`src/rtl/spi_reg_ctrl.sv`:
```
// spi_reg_ctrl: turns SPI command/data byte streams into register-bank accesses.
//   Command bytes (dc_i=0) select the mode: 8'h2a = write burst, 8'h3b = read
//   burst, anything else = ignore. In a write burst, every four data bytes are
//   assembled little-endian into one 32-bit word and written with a
//   single-cycle strobe. In a read burst, each data byte issues a read request
//   that carries the word address and the byte lane.
//
// Optional feature: SPI_REG_CTRL_ADDR_WRAP_EN
//   defined   - after the last register the address wraps to 0 and the burst
//               continues
//   undefined - after the last register the block parks in IGNORE until the
//               next command byte
//
// Ports:
//   clk_i, rst_n_i     clock, asynchronous active-low reset
//   dc_i               0 = command byte, 1 = data byte (sampled with the valid)
//   spi_byte_vld_i     one-cycle byte-valid strobe
//   spi_byte_data_i    received byte
//   reg_wr_en_o        one-cycle write strobe, 1 cycle after the 4th byte
//   reg_wr_addr_o      write word address (the address being written)
//   reg_wr_data_o      write word, held between strobes
//   reg_rd_en_o        combinational read strobe
//   reg_rd_addr_o      read word address
//   reg_rd_byte_o      read byte lane
//   busy_o             1 while in WR or RD
module spi_reg_ctrl #(
    parameter int REG_NUM = 8,
    localparam int ADDR_W = $clog2(REG_NUM)
) (
    input  logic              clk_i,
    input  logic              rst_n_i,
    input  logic              dc_i,
    input  logic              spi_byte_vld_i,
    input  logic [7:0]        spi_byte_data_i,
    output logic              reg_wr_en_o,
    output logic [ADDR_W-1:0] reg_wr_addr_o,
    output logic [31:0]       reg_wr_data_o,
    output logic              reg_rd_en_o,
    output logic [ADDR_W-1:0] reg_rd_addr_o,
    output logic [1:0]        reg_rd_byte_o,
    output logic              busy_o
);

    localparam logic [7:0] CONF_WR = 8'h2a;
    localparam logic [7:0] DATA_RD = 8'h3b;

    typedef enum logic [1:0] {IDLE, WR, RD, IGNORE} state_t;

    state_t            state, state_nxt;
    logic [1:0]        cnt;        // byte counter, doubles as the read byte lane
    logic [31:0]       shreg;
    logic [ADDR_W-1:0] wr_addr;
    logic [ADDR_W-1:0] rd_addr;
    logic              cmd_vld, dat_vld;
    logic              wr_last, rd_last, at_end;

    assign cmd_vld = spi_byte_vld_i & ~dc_i;
    assign dat_vld = spi_byte_vld_i & dc_i;

    // last byte of a word in the current burst
    assign wr_last = (state == WR) & dat_vld & (cnt == 2'd3);
    assign rd_last = (state == RD) & dat_vld & (cnt == 2'd3);

`ifdef SPI_REG_CTRL_ADDR_WRAP_EN
    // the address counters simply roll over, so the burst never ends on its own
    assign at_end = 1'b0;
`else
    localparam logic [ADDR_W-1:0] LAST = ADDR_W'(REG_NUM - 1);
    assign at_end = (state == WR) ? (wr_addr == LAST) : (rd_addr == LAST);
`endif

    assign reg_rd_en_o   = (state == RD) & dat_vld;
    assign reg_rd_addr_o = rd_addr;
    assign reg_rd_byte_o = cnt;

    always_ff @(posedge clk_i or negedge rst_n_i) begin
        if (!rst_n_i) begin
            state  <= IDLE;
            busy_o <= 1'b0;
        end else begin
            state  <= state_nxt;
            busy_o <= (state_nxt == WR) || (state_nxt == RD);
        end
    end

    always_comb begin
        state_nxt = state;
        if (cmd_vld) begin
            case (spi_byte_data_i)
                CONF_WR: state_nxt = WR;
                DATA_RD: state_nxt = RD;
                default: state_nxt = IGNORE;
            endcase
        end else if ((wr_last || rd_last) && at_end) begin
            state_nxt = IGNORE;
        end
    end

    // Datapath. The write strobe is registered from the 4th byte, so a command
    // arriving in the strobe cycle cannot cancel it.
    always_ff @(posedge clk_i or negedge rst_n_i) begin
        if (!rst_n_i) begin
            cnt           <= 2'd0;
            shreg         <= 32'd0;
            wr_addr       <= '0;
            rd_addr       <= '0;
            reg_wr_en_o   <= 1'b0;
            reg_wr_addr_o <= '0;
            reg_wr_data_o <= 32'd0;
        end else begin
            reg_wr_en_o <= wr_last;
            if (cmd_vld) begin
                cnt     <= 2'd0;
                shreg   <= 32'd0;
                wr_addr <= '0;
                rd_addr <= '0;
            end else if (dat_vld && (state == WR || state == RD)) begin
                cnt <= cnt + 2'd1;
                if (state == WR) begin
                    // shifting in from the top leaves byte n in bits [8n+7:8n]
                    shreg <= {spi_byte_data_i, shreg[31:8]};
                    if (cnt == 2'd3) begin
                        reg_wr_data_o <= {spi_byte_data_i, shreg[31:8]};
                        reg_wr_addr_o <= wr_addr;
                        wr_addr       <= wr_addr + 1'b1;
                    end
                end else if (cnt == 2'd3) begin
                    rd_addr <= rd_addr + 1'b1;
                end
            end
        end
    end

endmodule

```
`config.mk`:
```
export PLATFORM = sky130hd
export DESIGN_NAME = spi_reg_ctrl
export DESIGN_NICKNAME = d
export VERILOG_FILES = /design/src/rtl/spi_reg_ctrl.sv
export SDC_FILE = /design/constraint.sdc
export NUM_CORES = 1
export LEC_CHECK = 0
export BUFFER_PORTS_ARGS = -buffer_cell sky130_fd_sc_hd__buf_2
export CAP_MARGIN = 0
export CORE_ASPECT_RATIO = 0.8
export CORE_MARGIN = 1.5
export CORE_UTILIZATION = 40
export CTS_CLUSTER_DIAMETER = 60
export DETAILED_ROUTE_END_ITERATION = 8
export HOLD_SLACK_MARGIN = 0.1
export PLACE_DENSITY = 0.66
export SLEW_MARGIN = 40
export SYNTH_ARGS = -nofsm -noshare
export SYNTH_HDL_FRONTEND = slang
export SYNTH_SLANG_ARGS = --single-unit
```
`constraint.sdc`:
```
create_clock -name clk_i -period 2.5 [get_ports clk_i]
set_input_delay 0.125 -clock clk_i [delete_from_list [all_inputs] [get_ports clk_i]]
set_output_delay 0.125 -clock clk_i [all_outputs]
set_load 0.05 [all_outputs]
```
==> metrics.txt <==
drt wl/cell roughly 15 µm; clock group share of total power a little under two fifths; f_max 528 MHz; post-synthesis async set-or-reset flop share 100%; WP data required 2.72 ns; drt total wl just over 6 mm; final max-slew violation count 0; Worst Reg2Reg Path Length in Cells 6; TritonCTS buffer count 9; share of layout cells above drive strength 1 approximately 34%; die width between 90 and 100 µm; largest net degree at the start of global routing 72; Worst-Margin Slew 0.639 ns; clock insertion delay at the later pin of the skew report 0.34 ns; RSZ-0062 raised after global routing no; status complete, but fails checks; sequential area share after synthesis slightly above 60%; Detail Placement HPWL 3.97 mm; # IOs 55; period utilization between 70 and 80%; CP endpoint kind register; Final Hold Fails 0; Slew headroom 57.4%; crit-path cells inv_1 > ha_1 > nand2_1 > nor3_4 > buf_4 > mux2_2; combinational power share roughly 7.0%; die area approximately 7900 µm²; Worst Setup EP reg_wr_data_o[19]$_DFFE_PN0P_; adder-cell share of the synthesized area under 10%; top_reg_cell synth dfrtp_1; Area Growth Syn to Fin 21.6%; fin cells 406; via count roughly 2000; Synth Warn # 0; Starting DRT DRC Count around 180; post-synthesis cell area between 2000 and 3000 µm²; initial antenna violation count 0; Routed Antenna Nets 0; Clock Path Buffers 2; GR Overflow Total 0; drc violations 3; Post-Synth Simple-Gate Area about an eighth; core area between 6000 and 7000 µm²; DP Area approximately 3300 µm²; largest stage delay on the critical path approximately 0.42 ns; Overall Power 2.10 mW; Synth Register Bits between 70 and 80; Synth Area in Compound Gates between 6 and 7%; Setup TNS 0 ns; root buffer cell clkbuf_8; crit-path max FO 19; Via density slightly above 5; XOR/XNOR share of the synthesized area 1.19%; post-CTS setup buffers 0; Placer Congestion 0.763; Netlist cell types 34; PD cells around 590 nW/µm²; Leak Pwr about 1.9 nW; Min-Delay Path Class input port to register; worst r2r src state[1]$_DFF_PN0_; Worst VDD drop 0.304 mV; final critical-path required period 1.89 ns; reg2reg setup slack around 0.61 ns; global-route wire length before repair ~10 mm; Final Cell Area between 3000 and 4000 µm²; vias in the first global route roughly 2000; first-pass iteration count of the detailed router 8; die height between 70 and 80 µm; Site Rows 27; Placed Cells 382; internal power around 1.6 mW; largest family of logic cells by synthesized area multiplexers; critical path startpoint state[1]$_DFF_PN0_; PortBufs 54; Layout Skew ~0.0064 ns; mux contribution to synthesized area between 10% and 20%; CTS sink cnt 71; htree depth 3; r2r endpoint reg_wr_data_o[19]$_DFFE_PN0P_; Final setup viols 0; hold_ws ~0.16 ns; gr usage total approximately 17%; Sw Share between 20% and 30%; TritonCTS clock tree yes; CP Class register to register; CP arrival ~2.1 ns; Max-Cap Viols 0; Sw Pwr between 0.5 and 0.6 mW; number of synthesized flops with an enable pin 0; sequential power share between 50% and 60%; Reg clk slew, reported paths ~0.070 ns; startpoint types register; Post-Syn Nets between 200 and 300; failing checks DRC; diode count 0; initial core utilization a little over two fifths; Layout Nets 334; cells after synthesis between 200 and 250; Avg Cell Area, Syn 11.9 µm²; slowest CP cell dfrtp_1
[worst min-delay path by stage]
stage                            end  cells after the start           start
3_5_place_dp        busy_o$_DFF_PN0_                      2         rst_n_i
4_1_cts        reg_wr_en_o$_DFF_PN0_                      3  spi_byte_vld_i
5_1_grt        reg_wr_en_o$_DFF_PN0_                      3  spi_byte_vld_i
3_3_place_gp        busy_o$_DFF_PN0_                      2         rst_n_i
2_1_floorplan       busy_o$_DFF_PN0_                      0         rst_n_i
6_report       reg_wr_en_o$_DFF_PN0_                      3  spi_byte_vld_i
[power groups by stage]
| stage | Sequential [mW] | Clock (mW) | Combinational, mW |
|---|---|---|---|
| after floorplan | 1.24 | 0 | 0.0318 |
| after global placement | 1.19 | 0 | 0.134 |
| after detailed placement | 1.19 | 0 | 0.136 |
| after CTS | 1.17 | 0.804 | 0.148 |
| after global routing | 1.17 | 0.866 | 0.160 |
| final | 1.17 | 0.781 | 0.146 |
[placed cells by master, fill, tap and decap left out, types with 4 or more instances in the layout]
master / instances
ha_1: 6
dlygate4sd3_1: 10
inv_1: 4
mux2_2: 33
a21oi_1: 27
buf_4: 5
dfrtp_1: 71
nand2_1: 56
buf_2: 54
clkbuf_8: 10
nor2_1: 5
[final cells by class]
class | instances | area, µm²
Sequential cell | 71 | 1780
Inverter | 4 | 15.0
Clock inverter | 4 | 23.8
Multi-Input combinational cell | 160 | 1090
Clock buffer | 10 | 138
Timing Repair Buffer | 70 | 419
Tap cell | 87 | 109
Fill cell | 643 | 3430
[synth_stat cells (2+ instances only)]
master	n	share of area (%)
dfrtp_1	71	61
nand2_1	56	7.2
mux2_2	33	13
a21oi_1	27	4.6
ha_1	6	2.6
nor2_1	6	0.77
buf_2	4	0.68
inv_1	4	0.51
buf_4	3	0.77
clkbuf_1	3	0.38
xor2_1	3	0.90
and3b_1	2	0.60
and4b_1	2	0.68
mux2_1	2	0.77
mux2i_1	2	0.68
nand3_1	2	0.34
nand4b_1	2	0.60
o2bb2ai_1	2	0.60
[critical path, delay by kind of cell (launching register included)]
kind | cells | cell delay, ns
mux | 1 | 0.36
fa+ha+maj | 1 | 0.29
flops | 1 | 0.42
simple gates | 2 | 0.32
buf+inv | 2 | 0.38
[cell families after synthesis]
family	Yosys count
XOR/XNOR	4
adder cells (fa/ha/maj)	6
multiplexers	37
flip-flops	71
AND/OR/NAND/NOR	78
buffers and inverters	15
AO/OA/AOI/OAI	35
[state kept, by name, summed over array words and instances (netlist names)]
| name | cells |
|---|---|
| reg_wr_data_o | 32 |
| shreg | 24 |
| reg_rd_addr_o | 3 |
| reg_wr_addr_o | 3 |
| wr_addr | 3 |
| reg_rd_byte_o | 2 |
| state | 2 |
| busy_o | 1 |
| reg_wr_en_o | 1 |
[metal layers]
| metal | track usage (%) | share of wire (%) | vias up |
|---|---|---|---|
| met5 | 0 | 0 | - |
| met4 | 4.29 | 0.44 | 0 |
| met3 | 7.01 | 6.6 | 2 |
| met2 | 25.0 | 46 | 60 |
| met1 | 24.2 | 47 | 1003 |
| li1 | - | - | 987 |
[timing repair]
action / in CTS / in global routing
gates resized for setup: 0 / 0
endpoints found under the setup margin: 0 / 0
hold buffers: 10 / 0
endpoints found under the hold margin: 89 / 0
[per-stage QoR]
stage	util [%]	worst slack [ns]
2_1_floorplan	-	0.559
3_3_place_gp	47.2	0.684
3_5_place_dp	47.3	0.610
4_1_cts	51.0	0.592
5_1_grt	51.0	0.441
6_report	51.0	0.607
No activity file was read; power rests on OpenSTA's default activity.
